$ cat src/rtl/bamf_io_pkg.sv
// Shared definitions for the BAMF I/O port unit.
//   DefaultDataW : default width of inport/outport data
//   CNT_*        : encoding of the cycle-counter state as seen on cnt_state_o
//   cnt_state_e  : typed state for the counter FSM, built on the CNT_* codes
package bamf_io_pkg;

  localparam int unsigned DefaultDataW = 16;

  localparam logic [1:0] CNT_IDLE = 2'b00;
  localparam logic [1:0] CNT_RUN  = 2'b01;
  localparam logic [1:0] CNT_DONE = 2'b10;

  typedef enum logic [1:0] {
    CntIdle = CNT_IDLE,
    CntRun  = CNT_RUN,
    CntDone = CNT_DONE
  } cnt_state_e;

endpackage

$ cat src/rtl/bamf_io_fifo.sv
// Synchronous FIFO used as the outport result queue.
// Ports:
//   clk_i, reset_i : clock, synchronous active-high reset
//   push_i, data_i : write request and data (ignored when full)
//   pop_i          : read request (ignored when empty)
//   data_o         : head entry, combinational, 0 when empty
//   full_o, empty_o: occupancy flags
module bamf_io_fifo
  import bamf_io_pkg::*;
#(
  parameter int unsigned Depth = 4,
  parameter int unsigned Width = DefaultDataW
) (
  input  logic             clk_i,
  input  logic             reset_i,
  input  logic             push_i,
  input  logic [Width-1:0] data_i,
  input  logic             pop_i,
  output logic [Width-1:0] data_o,
  output logic             full_o,
  output logic             empty_o
);

  localparam int unsigned PtrW = $clog2(Depth);
  localparam int unsigned CntW = PtrW + 1;

  logic [Width-1:0] mem_q [Depth];
  logic [PtrW-1:0]  wr_ptr_q, wr_ptr_d;
  logic [PtrW-1:0]  rd_ptr_q, rd_ptr_d;
  logic [CntW-1:0]  count_q, count_d;
  logic             push_ok, pop_ok;

  assign full_o  = (count_q == CntW'(Depth));
  assign empty_o = (count_q == '0);

  // Full is judged before any same-cycle pop, so a write into a full queue drops.
  assign push_ok = push_i && !full_o;
  assign pop_ok  = pop_i && !empty_o;

  // Stale storage is never exposed once the queue drains.
  assign data_o = empty_o ? '0 : mem_q[rd_ptr_q];

  always_comb begin
    wr_ptr_d = wr_ptr_q;
    rd_ptr_d = rd_ptr_q;
    count_d  = count_q;
    // Depth is a power of two, so pointers wrap by natural overflow.
    if (push_ok) wr_ptr_d = wr_ptr_q + PtrW'(1);
    if (pop_ok)  rd_ptr_d = rd_ptr_q + PtrW'(1);
    count_d = count_q + CntW'(push_ok) - CntW'(pop_ok);
  end

  always_ff @(posedge clk_i) begin
    if (reset_i) begin
      wr_ptr_q <= '0;
      rd_ptr_q <= '0;
      count_q  <= '0;
    end else begin
      wr_ptr_q <= wr_ptr_d;
      rd_ptr_q <= rd_ptr_d;
      count_q  <= count_d;
    end
  end

  always_ff @(posedge clk_i) begin
    if (push_ok) mem_q[wr_ptr_q] <= data_i;
  end

endmodule

$ cat src/rtl/bamf_io_port.sv
// Processor-side I/O port for the BAMF datapath.
// Ports:
//   clk_i, reset_i              : clock, synchronous active-high reset
//   in_data_i/in_valid_i/in_ready_o    : host operand handshake into a 1-entry hold register
//   cpu_rd_i/cpu_rd_data_o/cpu_in_avail_o : CPU inport read of the held operand
//   cpu_wr_i/cpu_wr_data_i/cpu_out_full_o : CPU outport writes into the result FIFO
//   out_data_o/out_valid_o/out_ready_i : host drains the result FIFO
//   overflow_o                  : sticky, a CPU write was dropped on a full FIFO
//   cnt_clear_i/cycle_count_o/cnt_state_o : first-operand to first-result cycle counter
module bamf_io_port
  import bamf_io_pkg::*;
#(
  parameter int unsigned DATA_W    = DefaultDataW,
  parameter int unsigned OUT_DEPTH = 4,
  parameter int unsigned CNT_W     = 32
) (
  input  logic              clk_i,
  input  logic              reset_i,
  input  logic [DATA_W-1:0] in_data_i,
  input  logic              in_valid_i,
  output logic              in_ready_o,
  output logic [DATA_W-1:0] out_data_o,
  output logic              out_valid_o,
  input  logic              out_ready_i,
  input  logic              cpu_rd_i,
  output logic [DATA_W-1:0] cpu_rd_data_o,
  output logic              cpu_in_avail_o,
  input  logic              cpu_wr_i,
  input  logic [DATA_W-1:0] cpu_wr_data_i,
  output logic              cpu_out_full_o,
  output logic              overflow_o,
  input  logic              cnt_clear_i,
  output logic [CNT_W-1:0]  cycle_count_o,
  output logic [1:0]        cnt_state_o
);

  // ---------------------------------------------------------------------------
  // Input holding register
  // ---------------------------------------------------------------------------
  logic              in_full_q, in_full_d;
  logic [DATA_W-1:0] in_data_q, in_data_d;
  logic              host_accept;

  // A CPU read frees the slot in the same cycle, so back-to-back operands need no bubble.
  assign in_ready_o  = !in_full_q || cpu_rd_i;
  assign host_accept = in_valid_i && in_ready_o;

  always_comb begin
    in_full_d = in_full_q;
    in_data_d = in_data_q;
    if (host_accept) begin
      in_full_d = 1'b1;
      in_data_d = in_data_i;
    end else if (cpu_rd_i) begin
      in_full_d = 1'b0;
    end
  end

  always_ff @(posedge clk_i) begin
    if (reset_i) begin
      in_full_q <= 1'b0;
      in_data_q <= '0;
    end else begin
      in_full_q <= in_full_d;
      in_data_q <= in_data_d;
    end
  end

  assign cpu_in_avail_o = in_full_q;
  assign cpu_rd_data_o  = in_full_q ? in_data_q : '0;

  // ---------------------------------------------------------------------------
  // Output FIFO
  // ---------------------------------------------------------------------------
  logic fifo_empty;
  logic fifo_push, fifo_pop;
  logic overflow_q, overflow_d;

  assign fifo_push = cpu_wr_i && !cpu_out_full_o;
  assign fifo_pop  = out_valid_o && out_ready_i;

  bamf_io_fifo #(
    .Depth (OUT_DEPTH),
    .Width (DATA_W)
  ) u_out_fifo (
    .clk_i   (clk_i),
    .reset_i (reset_i),
    .push_i  (fifo_push),
    .data_i  (cpu_wr_data_i),
    .pop_i   (fifo_pop),
    .data_o  (out_data_o),
    .full_o  (cpu_out_full_o),
    .empty_o (fifo_empty)
  );

  assign out_valid_o = !fifo_empty;

  assign overflow_d = overflow_q || (cpu_wr_i && cpu_out_full_o);

  always_ff @(posedge clk_i) begin
    if (reset_i) overflow_q <= 1'b0;
    else         overflow_q <= overflow_d;
  end

  assign overflow_o = overflow_q;

  // ---------------------------------------------------------------------------
  // Cycle counter FSM: first accepted operand to first accepted result write
  // ---------------------------------------------------------------------------
  cnt_state_e       state_q, state_d;
  logic [CNT_W-1:0] count_q, count_d;
  logic [CNT_W-1:0] count_inc;

  // Saturating increment so a long run never wraps back to a small value.
  assign count_inc = (count_q == {CNT_W{1'b1}}) ? count_q : count_q + CNT_W'(1);

  always_comb begin
    state_d = state_q;
    count_d = count_q;
    if (cnt_clear_i) begin
      state_d = CntIdle;
      count_d = '0;
    end else begin
      unique case (state_q)
        CntIdle: begin
          if (host_accept) begin
            state_d = CntRun;
            count_d = CNT_W'(1);
          end
        end
        CntRun: begin
          // The cycle of the first result push is still counted.
          count_d = count_inc;
          if (fifo_push) state_d = CntDone;
        end
        CntDone: begin
          state_d = CntDone;
        end
        default: begin
          state_d = CntIdle;
          count_d = '0;
        end
      endcase
    end
  end

  always_ff @(posedge clk_i) begin
    if (reset_i) begin
      state_q <= CntIdle;
      count_q <= '0;
    end else begin
      state_q <= state_d;
      count_q <= count_d;
    end
  end

  assign cycle_count_o = count_q;
  assign cnt_state_o   = state_q;

endmodule

$ cat config.mk
export PLATFORM = sky130hd
export DESIGN_NAME = bamf_io_port
export DESIGN_NICKNAME = d
export VERILOG_FILES = /design/src/rtl/bamf_io_pkg.sv /design/src/rtl/bamf_io_fifo.sv /design/src/rtl/bamf_io_port.sv
export SDC_FILE = /design/constraint.sdc
export NUM_CORES = 1
export LEC_CHECK = 0
export ABC_AREA = 1
export CORE_MARGIN = 2
export CORE_UTILIZATION = 57
export CTS_CLUSTER_SIZE = 25
export DETAILED_ROUTE_END_ITERATION = 8
export GPL_ROUTABILITY_DRIVEN = 1
export PLACE_DENSITY = 0.85
export SYNTH_ARGS = -nofsm -noshare
export SYNTH_HDL_FRONTEND = slang
export SYNTH_HIERARCHICAL = 1
export SYNTH_SLANG_ARGS = --single-unit
export TNS_END_PERCENT = 100
$ cat constraint.sdc
create_clock -name clk_i -period 3.4 [get_ports clk_i]
set_input_delay 0.68 -clock clk_i [delete_from_list [all_inputs] [get_ports clk_i]]
set_output_delay 0.68 -clock clk_i [all_outputs]
set_load 0.02 [all_outputs]
After elaboration in Yosys (flattened, before gate mapping). Memories as Yosys holds them, arrays and structs flattened. A register that Yosys moved wholly into a read port is not among the register bits. Cells that the tools add are included.

Memories: 1. Register bits after elaboration: 59. Input port bits: 39. RAM bits: 64.

Bitwise logic cells: 1. Muxes and demuxes: 14. Equality and inequality tests: 7. Reduce and logical (&&, ||, !) cells: 17. $add $sub $neg: 5.

Memory list: u_out_fifo.mem_q (depth 4, width 16, rd ports 1, clocked after Yosys merged registers in 1, write ports 1, RTL line bamf_io_fifo.sv:27) `logic [Width-1:0] mem_q [Depth];`.

Operators with widths (number): one-hot mux 32 bit (3 select lines) (1); two-way mux 32 bit (2); adder 32 x 1 -> 32 bit, second input constant (1); equality test 32 bit, second input constant (1); two-way mux 16 bit (2); two-way mux 2 bit (4); logical AND 1 bit (6); one-hot mux 2 bit (3 select lines) (1); adder 2 x 1 -> 2 bit, second input constant (2); two-way mux 1 bit (4); != test 2 bit, second input constant (2); adder 3 x 1 -> 3 bit (1); equality test 3 bit, second input constant (1); zero test 1 bit (3); zero test 3 bit (1); AND reduction 3 bit (1); subtractor 3 x 1 -> 3 bit (1); equality test 2 x 1 -> 1 bit, second input constant (1); equality test 2 bit, second input constant (1); zero test 2 bit (1); logical OR 1 bit (2); != test 2 x 1 -> 1 bit, second input constant (1); AND reduction 2 bit (1); nonzero test 2 bit (1); other kinds (2) (2).

Logic depth before layout (Yosys ltp).
Depth in word-level cells: 6. Depth in mapped cells: 14. Mapped depth without buffers: 13.

By module. Netlist, hierarchy kept.

Modules (own cells, without submodules): bamf_io_fifo (area an instance 3239.4 um^2, instances 1, cells an instance 322, seq. area each 2102.0 um^2); bamf_io_port (area an instance 3005.4 um^2, instances 1, cells an instance 505, seq. area each 1041.0 um^2).

Worst setup path before layout. Ideal clock, no wire load.

Kind: reg2reg. Start: register u_out_fifo.count_q[1]. End: register u_out_fifo.count_q[2]. Data arrival time: 2.111 ns. Cell stages (with the launch flop): 12. Clock period less this slack: 2.226 ns. Required time: 3.285 ns. Setup slack: 1.174 ns. Path through: dfxtp_1 > nor2_2 > nand2_1 > inv_1 > nor2_1 > nand2_1 > ha_1 > inv_1 > ha_1 > fa_1 > a21oi_1 > nor2_1.

Cells in the longest elaborated chain, start to end: 6. Elaborated cells on any way between the ends: 10. Classes of those cells: add/sub: 2; eq/ne: 1; reduce/logical: 7.

Ends and longest elaborated chain: start, declared (RTL line bamf_io_fifo.sv:30) `logic [CntW-1:0] count_q, count_d;`; start signal, assigned (RTL line bamf_io_fifo.sv:61) `count_q <= count_d;`; equality test 3 bit (RTL line bamf_io_fifo.sv:33) `assign full_o = (count_q == CntW'(Depth));`; named net cpu_out_full_o (RTL line bamf_io_port.sv:30) `output logic cpu_out_full_o,`; zero test 1 bit (RTL line bamf_io_port.sv:79) `assign fifo_push = cpu_wr_i && !cpu_out_full_o;`; logical AND 1 bit (RTL line bamf_io_port.sv:79); named net fifo_push (RTL line bamf_io_port.sv:76) `logic fifo_push, fifo_pop;`; logical AND 1 bit (RTL line bamf_io_fifo.sv:37) `assign push_ok = push_i && !full_o;`; adder 3 x 1 -> 3 bit (RTL line bamf_io_fifo.sv:50) `count_d = count_q + CntW'(push_ok) - CntW'(pop_ok);`; subtractor 3 x 1 -> 3 bit (RTL line bamf_io_fifo.sv:50).

The timed path passes the listed nets, and every way through them passes these cells. A chain may end at the register's enable or synchronous reset.

==> metrics.md <==
| Metric | Value |
|---|---|
| Status | `finished clean` |
| Cell area after synthesis | `about 0.0062 sq mm` |
| Req. time, crit path | `around 2.7 ns` |
| Clock latency on the worst-skew pair | `approximately 0.52 ns` |
| Warning count from the yosys run | `6` |
| Net switching power | `between 1 and 1.5 mW` |
| Initial DRC count | `~370` |
| Pleak | `around 3.3 nW` |
| Worst-case vdd ir drop | `between 0.4 and 0.5 mV` |
| Number of hold-slack violations in the final timing report | `0` |
| Sequential Power Share | `0.390` |
| Floorplan core area | `0.01075 sq mm` |
| Worst slew pin tran | `approximately 0.66 ns` |
| RePlAce Congestion | `about 0.94` |
| Post-layout instance area | `roughly 0.0080 sq mm` |
| Maximum number of pins on one net before global-route repair | `33` |
| Setup repair after global routing missed its margin | `no` |
| Vert. Die Dim | `around 110 um` |
| Number of sinks driven by the clock tree | `between 100 and 150` |
| Remaining Overflow, GRT | `0` |
| Number of non-filler instances in the completed layout | `1094` |
| Max-Cap Viols | `0` |
| Net count of the mapped netlist | `877` |
| Final Slew Violations | `0` |
| Fraction of power spent switching nets | `0.3089` |
| DRC Markers | `0` |
| Remaining antenna violation count | `0` |
| Horiz. Die Dim | `between 100 and 150 um` |
| Hold-fix buffers, CTS | `0` |
| Nets@finish | `991` |
| Number of antenna violations at the first check in global routing | `0` |
| Total setup buffers inserted after CTS | `0` |
| Worst clock skew on the final layout | `0.01361 ns` |
| Mean area per synthesized cell | `between 7 and 8 sq um` |
| Kind of end point of the critical path | `output pin` |
| Total number of H-tree levels | `4` |
| Launch instance of the worst min-delay path | `in_data_q[13]$_SDFFE_PP0P_` |
| Share of total power in combinational logic | `0.242` |
| Detailed placement HPWL | `slightly above 9000 um` |
| Number of cells produced by synthesis | `approximately 830` |
| All-Layer GR Usage | `0.2572` |
| Number of global-route vias before repair | `5059` |
| Clock Root Buffer | `clkbuf_8` |
| Commonest cells after routing, fill and taps aside | `nand2_1 (241), inv_1 (140), nor2_1 (118)` |
| Final worst-path cycle share | `0.8746` |
| Inst Count DP | `between 1000 and 1500` |
| Internal power | `around 3.3 mW` |
| CTS tree | `yes` |
| Global-route wire length before repair | `approximately 23000 um` |
| Sequential-to-total area share from yosys stat | `0.5033` |
| Post_cts resized | `0` |
| Share of cells above drive strength 1 | `0.06080` |
| Arrival time of data at the critical path endpoint | `around 2.3 ns` |
| Port Buffers | `between 100 and 150` |
| Number of inserted diodes | `0` |
| Clock tree buffer depth | `2` |
| Pwr Density | `590.3 mW/mm^2` |
| Startpoint class of the critical path | `register` |
| Std cell rows | `38` |
| Final routed wirelength across all metal layers | `about 14000 um` |
| TritonCTS Buffers | `17` |
| Via Count | `5470` |
| Final period demand of the worst path | `a little under 3 ns` |
| Flip-flop and latch count after synthesis | `between 100 and 150` |
| Initial cell density of the core | `0.5812` |
| Maximum clock rate | `between 300 and 400 MHz` |
| Rel. slew slack | `0.5607` |
| Count of endpoints failing setup in the final report | `0` |
| Clock group share of total power | `0.368` |
| Count of TritonRoute iterations in the first routing pass | `5` |
| Largest fanout on the critical path | `16` |
| Die footprint | `roughly 0.012 sq mm` |
| Min-delay worst type | `reg2reg` |
| Clock-pin slew of the registers on the worst-case setup and hold paths | `about 0.06 ns` |
| Most common cell after layout, fill and taps aside | `nand2_1` |
| Area growth from synthesis to layout | `27.87%` |
| Summed negative setup slack over all endpoints | `0 ns` |
| I/O pin cnt | `110` |
| Distinct cell type count of the synthesized netlist | `32` |
| Final routed wire length divided by cell count | `13.00 um` |
| Drt via density | `5.000` |
| Area post-placement | `about 0.0074 sq mm` |
| Worst Setup Path Type | `reg2out` |
| Startpoint of the worst-slack reg-to-reg timing path | `cnt_state_o[1]$_SDFFE_PP0P_` |
[cells by family (layout without fill, tap and decap cells)]
group                      Yosys count  after routing  share of synthesized area
and+or+nand+nor                    438            438                     0.2829
buffers and inverters              171            298                     0.1178
DFF                                125            125                     0.5033
AOI/OAI and AO/OA                   73             73                    0.06011
adders and majority gates           11             11                    0.02324
xor gates and xnor gates             9              9                    0.01262
[layer usage]
metal | global-route usage | share of wire | vias up
li1 | - | - | 2787
met1 | 0.3253 | 0.42 | 2448
met2 | 0.4219 | 0.49 | 206
met3 | 0.06276 | 0.068 | 29
met4 | 0.1099 | 0.021 | 0
met5 | 0 | 0 | -
[stage by stage]
| stage | util | hold slack [ns] | power [mW] | worst slack, ns |
|---|---|---|---|---|
| 2_1_floorplan | - | 0.4445 | 2.608 | 1.174 |
| 5_1_grt | 0.7431 | 0.4836 | 4.953 | 0.2923 |
| 3_3_place_gp | 0.6896 | 0.4518 | 2.978 | 0.7065 |
| 3_5_place_dp | 0.6896 | 0.4553 | 3.003 | 0.6758 |
| 4_1_cts | 0.7430 | 0.4652 | 4.746 | 0.1895 |
| 6_report | 0.7431 | 0.4639 | 4.713 | 0.4264 |
[layout make-up]
class                           instances  area, sq um
Clock buffer                           17        414.1
Clock inverter                         15        160.2
Fill cell                             809         2760
Inverter                              146        551.8
Multi-Input combinational cell        531         2366
Sequential cell                       125         3144
Tap cell                              140        175.2
Timing Repair Buffer                  120         1174
[registers in the layout (all words and copies together), names as in the netlist, named ones only]
name and count:
in_data_q 16, cpu_in_avail_o 1, u_out_fifo/count_q 3, u_out_fifo/rd_ptr_q 2
overflow_o 1, cycle_count_o 32, cnt_state_o 2, u_out_fifo/wr_ptr_q 2
u_out_fifo/mem_q 64
[final timing paths]
kind              slack (ns)                       endpoint  cells past startpoint
hold / removal          0.46     in_data_q[13]$_SDFFE_PP0P_                      2
setup reg to reg        0.90  cycle_count_o[0]$_SDFFE_PP0P_                     11
hold reg to reg         0.46     in_data_q[13]$_SDFFE_PP0P_                      2
setup / recovery        0.43                 out_data_o[11]                      4
[worst max-delay path, cell delays in order (launching register included)]
cell	delay, ns
dfxtp_1	0.58
clkinv_2	0.36
nand3_1	0.19
a21oi_1	0.09
clkdlybuf4s50_1	0.56
[cells in the mapped netlist, drive strengths merged]
cell type	count	area, sq um
clkbuf	5	18.77
nor2	122	473.0
nor4	1	6.260
a22oi	2	15.01
xnor2	3	26.28
clkinv	2	8.750
nand3	66	335.3
ha	10	125.1
o21ai	16	80.08
inv	144	543.0
edfxtp	64	1922
o21bai	2	15.01
a21oi	53	265.3
fa	1	20.02
nand4	1	6.260
xor2	6	52.55
nand2	245	929.6
buf	20	165.2
and2	1	6.260
nor3	2	10.01
dfxtp	61	1221
[power by group through the flow]
stage | clock, mW | combinational, mW | sequential, mW
global placement | 0 | 1.11 | 1.86
global route | 1.83 | 1.26 | 1.86
detailed placement | 0 | 1.13 | 1.87
CTS | 1.76 | 1.15 | 1.84
finish | 1.73 | 1.14 | 1.84
floorplan | 0 | 0.765 | 1.84
(Power assumes the default switching activity.)
